[src/rtl/note_scheduler_pkg.sv]
// Shared definitions for the rhythm-game note scheduler and the box renderer.
// Geometry defaults are shared so the renderer draws the same hit zone the judge uses.
package note_scheduler_pkg;

  typedef enum logic [1:0] {
    GS_IDLE = 2'd0,
    GS_PLAY = 2'd1,
    GS_OVER = 2'd2
  } game_state_t;

  localparam int unsigned LANES       = 4;
  localparam int unsigned DEF_BOX_H   = 50;
  localparam int unsigned DEF_HIT_TOP = 350;
  localparam int unsigned DEF_HIT_BOT = 400;
  localparam int unsigned SCORE_W     = 14;
  localparam int unsigned SCORE_MAX   = 9999;

  // Number of set bits in a four-lane event vector.
  function automatic logic [2:0] count4(input logic [3:0] v);
    count4 = 3'(v[0]) + 3'(v[1]) + 3'(v[2]) + 3'(v[3]);
  endfunction

endpackage

[src/rtl/note_scheduler_lfsr.sv]
// 16-bit Fibonacci LFSR (taps 16,14,13,11) with synchronous load and advance.
// Only the low two bits leave the block; they pick the spawn lane.
module note_lfsr #(
  parameter logic [15:0] SEED = 16'hACE1
) (
  input  logic       clk,
  input  logic       rst,
  input  logic       load,
  input  logic       advance,
  output logic [1:0] low_bits
);

  logic [15:0] state;

  always_ff @(posedge clk or negedge rst) begin
    if (!rst) begin
      state <= SEED;
    end else if (load) begin
      state <= SEED;
    end else if (advance) begin
      state <= {state[14:0], state[15] ^ state[13] ^ state[12] ^ state[10]};
    end
  end

  assign low_bits = state[1:0];

endmodule

[src/rtl/note_scheduler.sv]
// Game sequencer for the four-lane falling-box display: spawns and moves notes,
// judges presses against the hit zone, ramps speed and keeps score and game state.
module note_scheduler
  import note_scheduler_pkg::*;
#(
  parameter int unsigned Y_W        = 11,
  parameter int unsigned BOX_H      = DEF_BOX_H,
  parameter int unsigned HIT_TOP    = DEF_HIT_TOP,
  parameter int unsigned HIT_BOT    = DEF_HIT_BOT,
  parameter int unsigned SPAWN_GAP  = 24,
  parameter int unsigned STEP_INIT  = 1,
  parameter int unsigned STEP_MAX   = 8,
  parameter int unsigned RAMP_HITS  = 16,
  parameter int unsigned MISS_LIMIT = 8,
  parameter logic [15:0] SEED       = 16'hACE1
) (
  input  logic               clk,
  input  logic               rst,
  input  logic               start,
  input  logic               frame_tick,
  input  logic [3:0]         btn_pulse,
  output logic [4*Y_W-1:0]   lane_y,
  output logic [3:0]         lane_active,
  output logic [3:0]         hit_pulse,
  output logic [3:0]         miss_pulse,
  output logic [13:0]        score,
  output logic [3:0]         misses,
  output logic [3:0]         step,
  output logic [1:0]         game_state
);

  localparam int unsigned CNT_W  = $clog2(SPAWN_GAP + 1);
  localparam int unsigned RAMP_W = $clog2(RAMP_HITS + LANES);
  localparam int unsigned YS_W   = Y_W + 1;

  game_state_t state_q, state_d;

  logic [LANES-1:0][Y_W-1:0] y_q, y_d;
  logic [3:0]                act_q, act_d;
  logic [3:0]                hit_q, hit_d;
  logic [3:0]                miss_q, miss_d;
  logic [SCORE_W-1:0]        score_q, score_d;
  logic [3:0]                misses_q, misses_d;
  logic [3:0]                step_q, step_d;
  logic [CNT_W-1:0]          cnt_q, cnt_d;
  logic [RAMP_W-1:0]         ramp_q, ramp_d;

  logic                      lfsr_load, lfsr_adv;
  logic [1:0]                spawn_lane;
  logic                      over_c;

  logic [YS_W-1:0]           ysum, ybot;
  logic [2:0]                n_hit, n_miss;
  logic [SCORE_W:0]          score_sum;
  logic [4:0]                miss_sum;
  logic [RAMP_W-1:0]         ramp_sum;

  note_lfsr #(.SEED(SEED)) u_lfsr (
    .clk      (clk),
    .rst      (rst),
    .load     (lfsr_load),
    .advance  (lfsr_adv),
    .low_bits (spawn_lane)
  );

  always_ff @(posedge clk or negedge rst) begin
    if (!rst) state_q <= GS_IDLE;
    else      state_q <= state_d;
  end

  // Start outranks everything; running out of misses ends the game.
  always_comb begin
    state_d = state_q;
    if (start) begin
      state_d = GS_PLAY;
    end else if (state_q == GS_PLAY && over_c) begin
      state_d = GS_OVER;
    end
  end

  always_comb begin
    y_d       = y_q;
    act_d     = act_q;
    hit_d     = '0;
    miss_d    = '0;
    score_d   = score_q;
    misses_d  = misses_q;
    step_d    = step_q;
    cnt_d     = cnt_q;
    ramp_d    = ramp_q;
    lfsr_load = 1'b0;
    lfsr_adv  = 1'b0;
    over_c    = 1'b0;
    ysum      = '0;
    ybot      = '0;
    n_hit     = '0;
    n_miss    = '0;
    score_sum = '0;
    miss_sum  = '0;
    ramp_sum  = '0;

    if (start) begin
      y_d       = '0;
      act_d     = '0;
      score_d   = '0;
      misses_d  = '0;
      ramp_d    = '0;
      step_d    = 4'(STEP_INIT);
      cnt_d     = CNT_W'(SPAWN_GAP);
      lfsr_load = 1'b1;
    end else if (state_q == GS_PLAY) begin
      // Presses are judged on the pre-tick position; a hit lane skips motion.
      for (int i = 0; i < LANES; i++) begin
        ybot = {1'b0, y_q[i]} + YS_W'(BOX_H);
        if (btn_pulse[i]) begin
          if (act_q[i] && ybot >= YS_W'(HIT_TOP) && {1'b0, y_q[i]} <= YS_W'(HIT_BOT)) begin
            hit_d[i] = 1'b1;
            act_d[i] = 1'b0;
            y_d[i]   = '0;
          end else begin
            miss_d[i] = 1'b1;
          end
        end
        if (frame_tick && act_d[i]) begin
          ysum = {1'b0, y_q[i]} + YS_W'(step_q);
          if (ysum > YS_W'(HIT_BOT)) begin
            act_d[i]  = 1'b0;
            y_d[i]    = '0;
            miss_d[i] = 1'b1;
          end else begin
            y_d[i] = ysum[Y_W-1:0];
          end
        end
      end

      if (frame_tick) begin
        lfsr_adv = 1'b1;
        if (cnt_q <= CNT_W'(1)) begin
          cnt_d = CNT_W'(SPAWN_GAP);
          if (!act_d[spawn_lane]) begin
            act_d[spawn_lane] = 1'b1;
            y_d[spawn_lane]   = '0;
          end
        end else begin
          cnt_d = cnt_q - CNT_W'(1);
        end
      end

      n_hit  = count4(hit_d);
      n_miss = count4(miss_d);

      score_sum = (SCORE_W+1)'(score_q) + (SCORE_W+1)'(n_hit);
      if (score_sum > (SCORE_W+1)'(SCORE_MAX)) score_d = SCORE_W'(SCORE_MAX);
      else                                     score_d = score_sum[SCORE_W-1:0];

      miss_sum = 5'(misses_q) + 5'(n_miss);
      if (miss_sum >= 5'(MISS_LIMIT)) begin
        misses_d = 4'(MISS_LIMIT);
        over_c   = 1'b1;
      end else begin
        misses_d = miss_sum[3:0];
      end

      // At most four hits per cycle, so the ramp counter wraps at most once.
      ramp_sum = ramp_q + RAMP_W'(n_hit);
      if (ramp_sum >= RAMP_W'(RAMP_HITS)) begin
        ramp_d = ramp_sum - RAMP_W'(RAMP_HITS);
        if (step_q < 4'(STEP_MAX)) step_d = step_q + 4'd1;
      end else begin
        ramp_d = ramp_sum;
      end

      if (over_c) begin
        act_d = '0;
        y_d   = '0;
      end
    end
  end

  always_ff @(posedge clk or negedge rst) begin
    if (!rst) begin
      y_q      <= '0;
      act_q    <= '0;
      hit_q    <= '0;
      miss_q   <= '0;
      score_q  <= '0;
      misses_q <= '0;
      step_q   <= '0;
      cnt_q    <= CNT_W'(SPAWN_GAP);
      ramp_q   <= '0;
    end else begin
      y_q      <= y_d;
      act_q    <= act_d;
      hit_q    <= hit_d;
      miss_q   <= miss_d;
      score_q  <= score_d;
      misses_q <= misses_d;
      step_q   <= step_d;
      cnt_q    <= cnt_d;
      ramp_q   <= ramp_d;
    end
  end

  assign lane_y      = y_q;
  assign lane_active = act_q;
  assign hit_pulse   = hit_q;
  assign miss_pulse  = miss_q;
  assign score       = score_q;
  assign misses      = misses_q;
  assign step        = step_q;
  assign game_state  = state_q;

endmodule

[config.mk]
export PLATFORM = sky130hd
export DESIGN_NAME = note_scheduler
export DESIGN_NICKNAME = d
export VERILOG_FILES = /design/src/rtl/note_scheduler_pkg.sv /design/src/rtl/note_scheduler_lfsr.sv /design/src/rtl/note_scheduler.sv
export SDC_FILE = /design/constraint.sdc
export NUM_CORES = 1
export LEC_CHECK = 0
export ABC_AREA = 1
export ABC_CLOCK_PERIOD_IN_PS = 4290
export BUFFER_PORTS_ARGS = -buffer_cell sky130_fd_sc_hd__buf_2
export CORE_AREA = 3 3 105 208
export DETAILED_ROUTE_END_ITERATION = 16
export DIE_AREA = 0 0 108 211
export PLACE_DENSITY = 0.59
export SLEW_MARGIN = 30
export SYNTH_ARGS = -nofsm -noshare
export SYNTH_HDL_FRONTEND = slang
export SYNTH_SLANG_ARGS = --single-unit
[constraint.sdc]
create_clock -name clk -period 4.29 [get_ports clk]
set_clock_uncertainty 0.2 [all_clocks]
set_input_delay 0.858 -clock clk [delete_from_list [all_inputs] [get_ports clk]]
set_output_delay 0.858 -clock clk [all_outputs]
set_load 0.05 [all_outputs]
==> metrics <==
Hold Startpoint=u_lfsr.state[9]; total CTS buffers=9; post-synth cell types=46; Static Leak=between 0.006 and 0.007 uW; Die W=about 110 um; worst r2r dst=lane_y[7]; htree depth=3; Peak VDD IR=0.342 mV; Final ANT Viol Nets=0; part of the Yosys area used for sequential elements=32.7%; Synth Area per Inst=between 7 and 8 sq um; R2R setup slack=-360 ps; GP Congestion=0.946; maximum clock insertion buffer count=2; setup violators final=66; Syn Nets=about 1200; Nets=1545; Yosys reg bits=106; Worst R2R Start=step[0]; Crit path arrival time=4730 ps; DRC=0; cts hold-fix bufs=0; hold worst-path end=u_lfsr.state[10]; Sink Count=approximately 110; number of top-level pins=88; first-pass GRT wire length=approximately 46000 um; status=finished, violations left; Worst Path Required=4370 ps; failing checks=negative setup slack; CP Capture Type=register; clk_lat worst skew=370 ps; Power Density=298 nW/um^2; Tcrit/Tclk final=108%; CP max FO=8; R2R depth=27; Worst-path clk slew=80 ps; Total Routed Length=~29000 um; Slew HR=between 40% and 50%; drt pass-1 iters=7; RSZ-0062 raised after global routing=yes; number of global-route vias before repair=9326; routed vias/inst=between 5 and 6; DR iter-0 viols=489; max_cap viols=0; Final WS setup=-356 ps; Max Slew Vio Count=0; PortBufs=87; Die H=approximately 210 um; CTS tree=done; Seq. cell area=2710 sq um; Post-Place Setup Slack=-397 ps; initial antenna violation count=0; Fmax=215 MHz; post-DP HPWL=21200 um; Post-synth EDFFs=0; Worst Tran Pin Value=785 ps; Hold Vio Cnt, Final=0; Die ar.=22800 sq um; core area=20500 sq um; largest net degree at the start of global routing=57; Hold Crit Depth=2; CTS Root Cell=clkbuf_16; Via Count=9292; Synth Cell Area=between 8000 and 9000 sq um; initial core utilization=39.8%; min Tclk post-route=4650 ps; WL per Instance=16.7 um; Min Hold Slack=279 ps; fill count=1885; Total GRT Usage=between 20% and 30%; Worst setup SP type=register; multi-input combinational cell area=approximately 5800 sq um; worst hold path class=reg2reg; Row Count=74; main flop type after synthesis=dfrtp_1; critical path type=reg2reg; Area Growth Syn to Fin=50.8%; Synth Instances=1158; gr ovfl total=0; Async SR Flop Fraction=100%; antenna cell count=0; YS warnings=0; share of cells above drive strength 1=44.9%
[worst max path at each step]
stage | from | to | slack, ps | cells past startpoint
2_1_floorplan | step[0] | lane_y[0] | -90 | 26
3_3_place_gp | step[0] | lane_y[26] | -390 | 25
3_5_place_dp | step[0] | lane_y[26] | -400 | 25
4_1_cts | step[0] | lane_y[7] | -220 | 27
5_1_grt | step[0] | lane_y[7] | -560 | 26
6_report | step[0] | lane_y[7] | -360 | 27
[critical path: stages, from the launching register on]
cell and delay [ps]:
dfrtp_4 530, ha_4 190, fa_2 530, inv_2 50
nand2_2 50, nor2_1 40, nand2_1 80, nand2_1 80
nand3_2 70, nand3_2 70, nand2_2 100, inv_2 60
nor2_4 100, a21oi_4 50, fa_1 480, inv_1 50
fa_2 350, inv_2 60, fa_2 200, nand3_2 70
o21ai_1 120, inv_1 90, nor2_4 240, buf_12 210
nand3_4 140, o21ai_2 160, nand3_1 90, o21ai_1 100
[registers in the layout (all words and copies together), names as in the netlist]
| name | flops |
|---|---|
| score | 14 |
| cnt_q | 5 |
| lane_y | 44 |
| misses | 4 |
| hit_pulse | 4 |
| u_lfsr.state | 16 |
| lane_active | 4 |
| ramp_q | 5 |
| step | 4 |
| miss_pulse | 4 |
| game_state | 2 |
[where the power goes]
| group | internal [uW] | total (uW) | switching (uW) | leakage, uW |
|---|---|---|---|---|
| Clock | 470 | 871 | 401 | 0.000143 |
| Combinational | 586 | 1600 | 1020 | 0.00471 |
| Sequential | 1110 | 1180 | 68.4 | 0.00138 |
[cell usage in the layout, fill, tap and decap left out, types with 13 or more instances in the layout]
cell,instances
a21oi_1,24
a21oi_2,19
buf_2,86
buf_4,242
dfrtp_1,71
dfrtp_2,21
ha_1,21
ha_4,13
inv_1,135
inv_2,27
nand2_1,249
nand2_2,46
nand2_4,14
nand3_1,84
nand3_2,48
nand4_1,17
nor2_1,62
o21ai_0,48
o21ai_1,29
o21ai_2,40
o22ai_1,16
xor2_1,25
[cell type report]
| cell class | instances | area share (%) |
|---|---|---|
| Clock buffer | 12 | 2.01 |
| Inverter | 173 | 5.55 |
| Clock inverter | 4 | 0.418 |
| Sequential cell | 106 | 22.0 |
| Multi-Input combinational cell | 857 | 47.0 |
| Timing Repair Buffer | 344 | 20.3 |
| Tap cell | 266 | 2.71 |
[cells by family after synthesis]
| family | after synthesis | synth area share [%] |
|---|---|---|
| AOI/OAI and AO/OA | 195 | 13.2 |
| DFF | 106 | 32.7 |
| and+or+nand+nor | 574 | 32.2 |
| xor gates and xnor gates | 37 | 3.98 |
| buffers and inverters | 200 | 9.93 |
| adders and majority gates | 46 | 7.99 |
[repair_timing]
item | CTS | global route
buffers inserted | 61 | 15
pin swaps | 56 | 45
cloned | 7 | 0
endpoints found under the setup margin | 69 | 72
gates resized for setup | 144 | 76
[cells in the mapped netlist (all sizes together), types with 2 or more instances]
cell type	count	area (sq um)
a22oi	4	30.0
nand3b	9	67.6
nand4	17	106
or2	5	31.3
ha	36	450
dfrtp	96	2400
inv	167	627
buf	16	118
xnor2	6	52.6
nand2	312	1210
and3	3	18.8
a21boi	2	15.0
nor3	8	50.1
nor2	79	319
clkinv	6	22.5
a21oi	44	239
nand3	139	806
clkbuf	11	41.3
dfstp	10	263
o21ai	121	624
fa	10	200
o22ai	16	100
xor2	31	272
[metal layers]
layer / share of wire [%] / global-route usage, %
met4: 4.8 / 11.8
met1: 36 / 26.0
met2: 56 / 50.6
met5: 0 / 0
met3: 3.4 / 3.49
[per-stage QoR]
step                      utilization (%)  cells  area, sq um  total power, uW  setup TNS, ps
final                                60.0   1762        12300             3660         -15350
after global placement               51.7   1672        10600             2300         -16570
after floorplan                         -   1158         8510             1940          -3030
after CTS                            58.3   1754        11900             3570          -7490
after detailed placement             51.7   1672        10600             2310         -17930
after global routing                 60.0   1762        12300             3820         -30020
(Power assumes the default switching activity.)
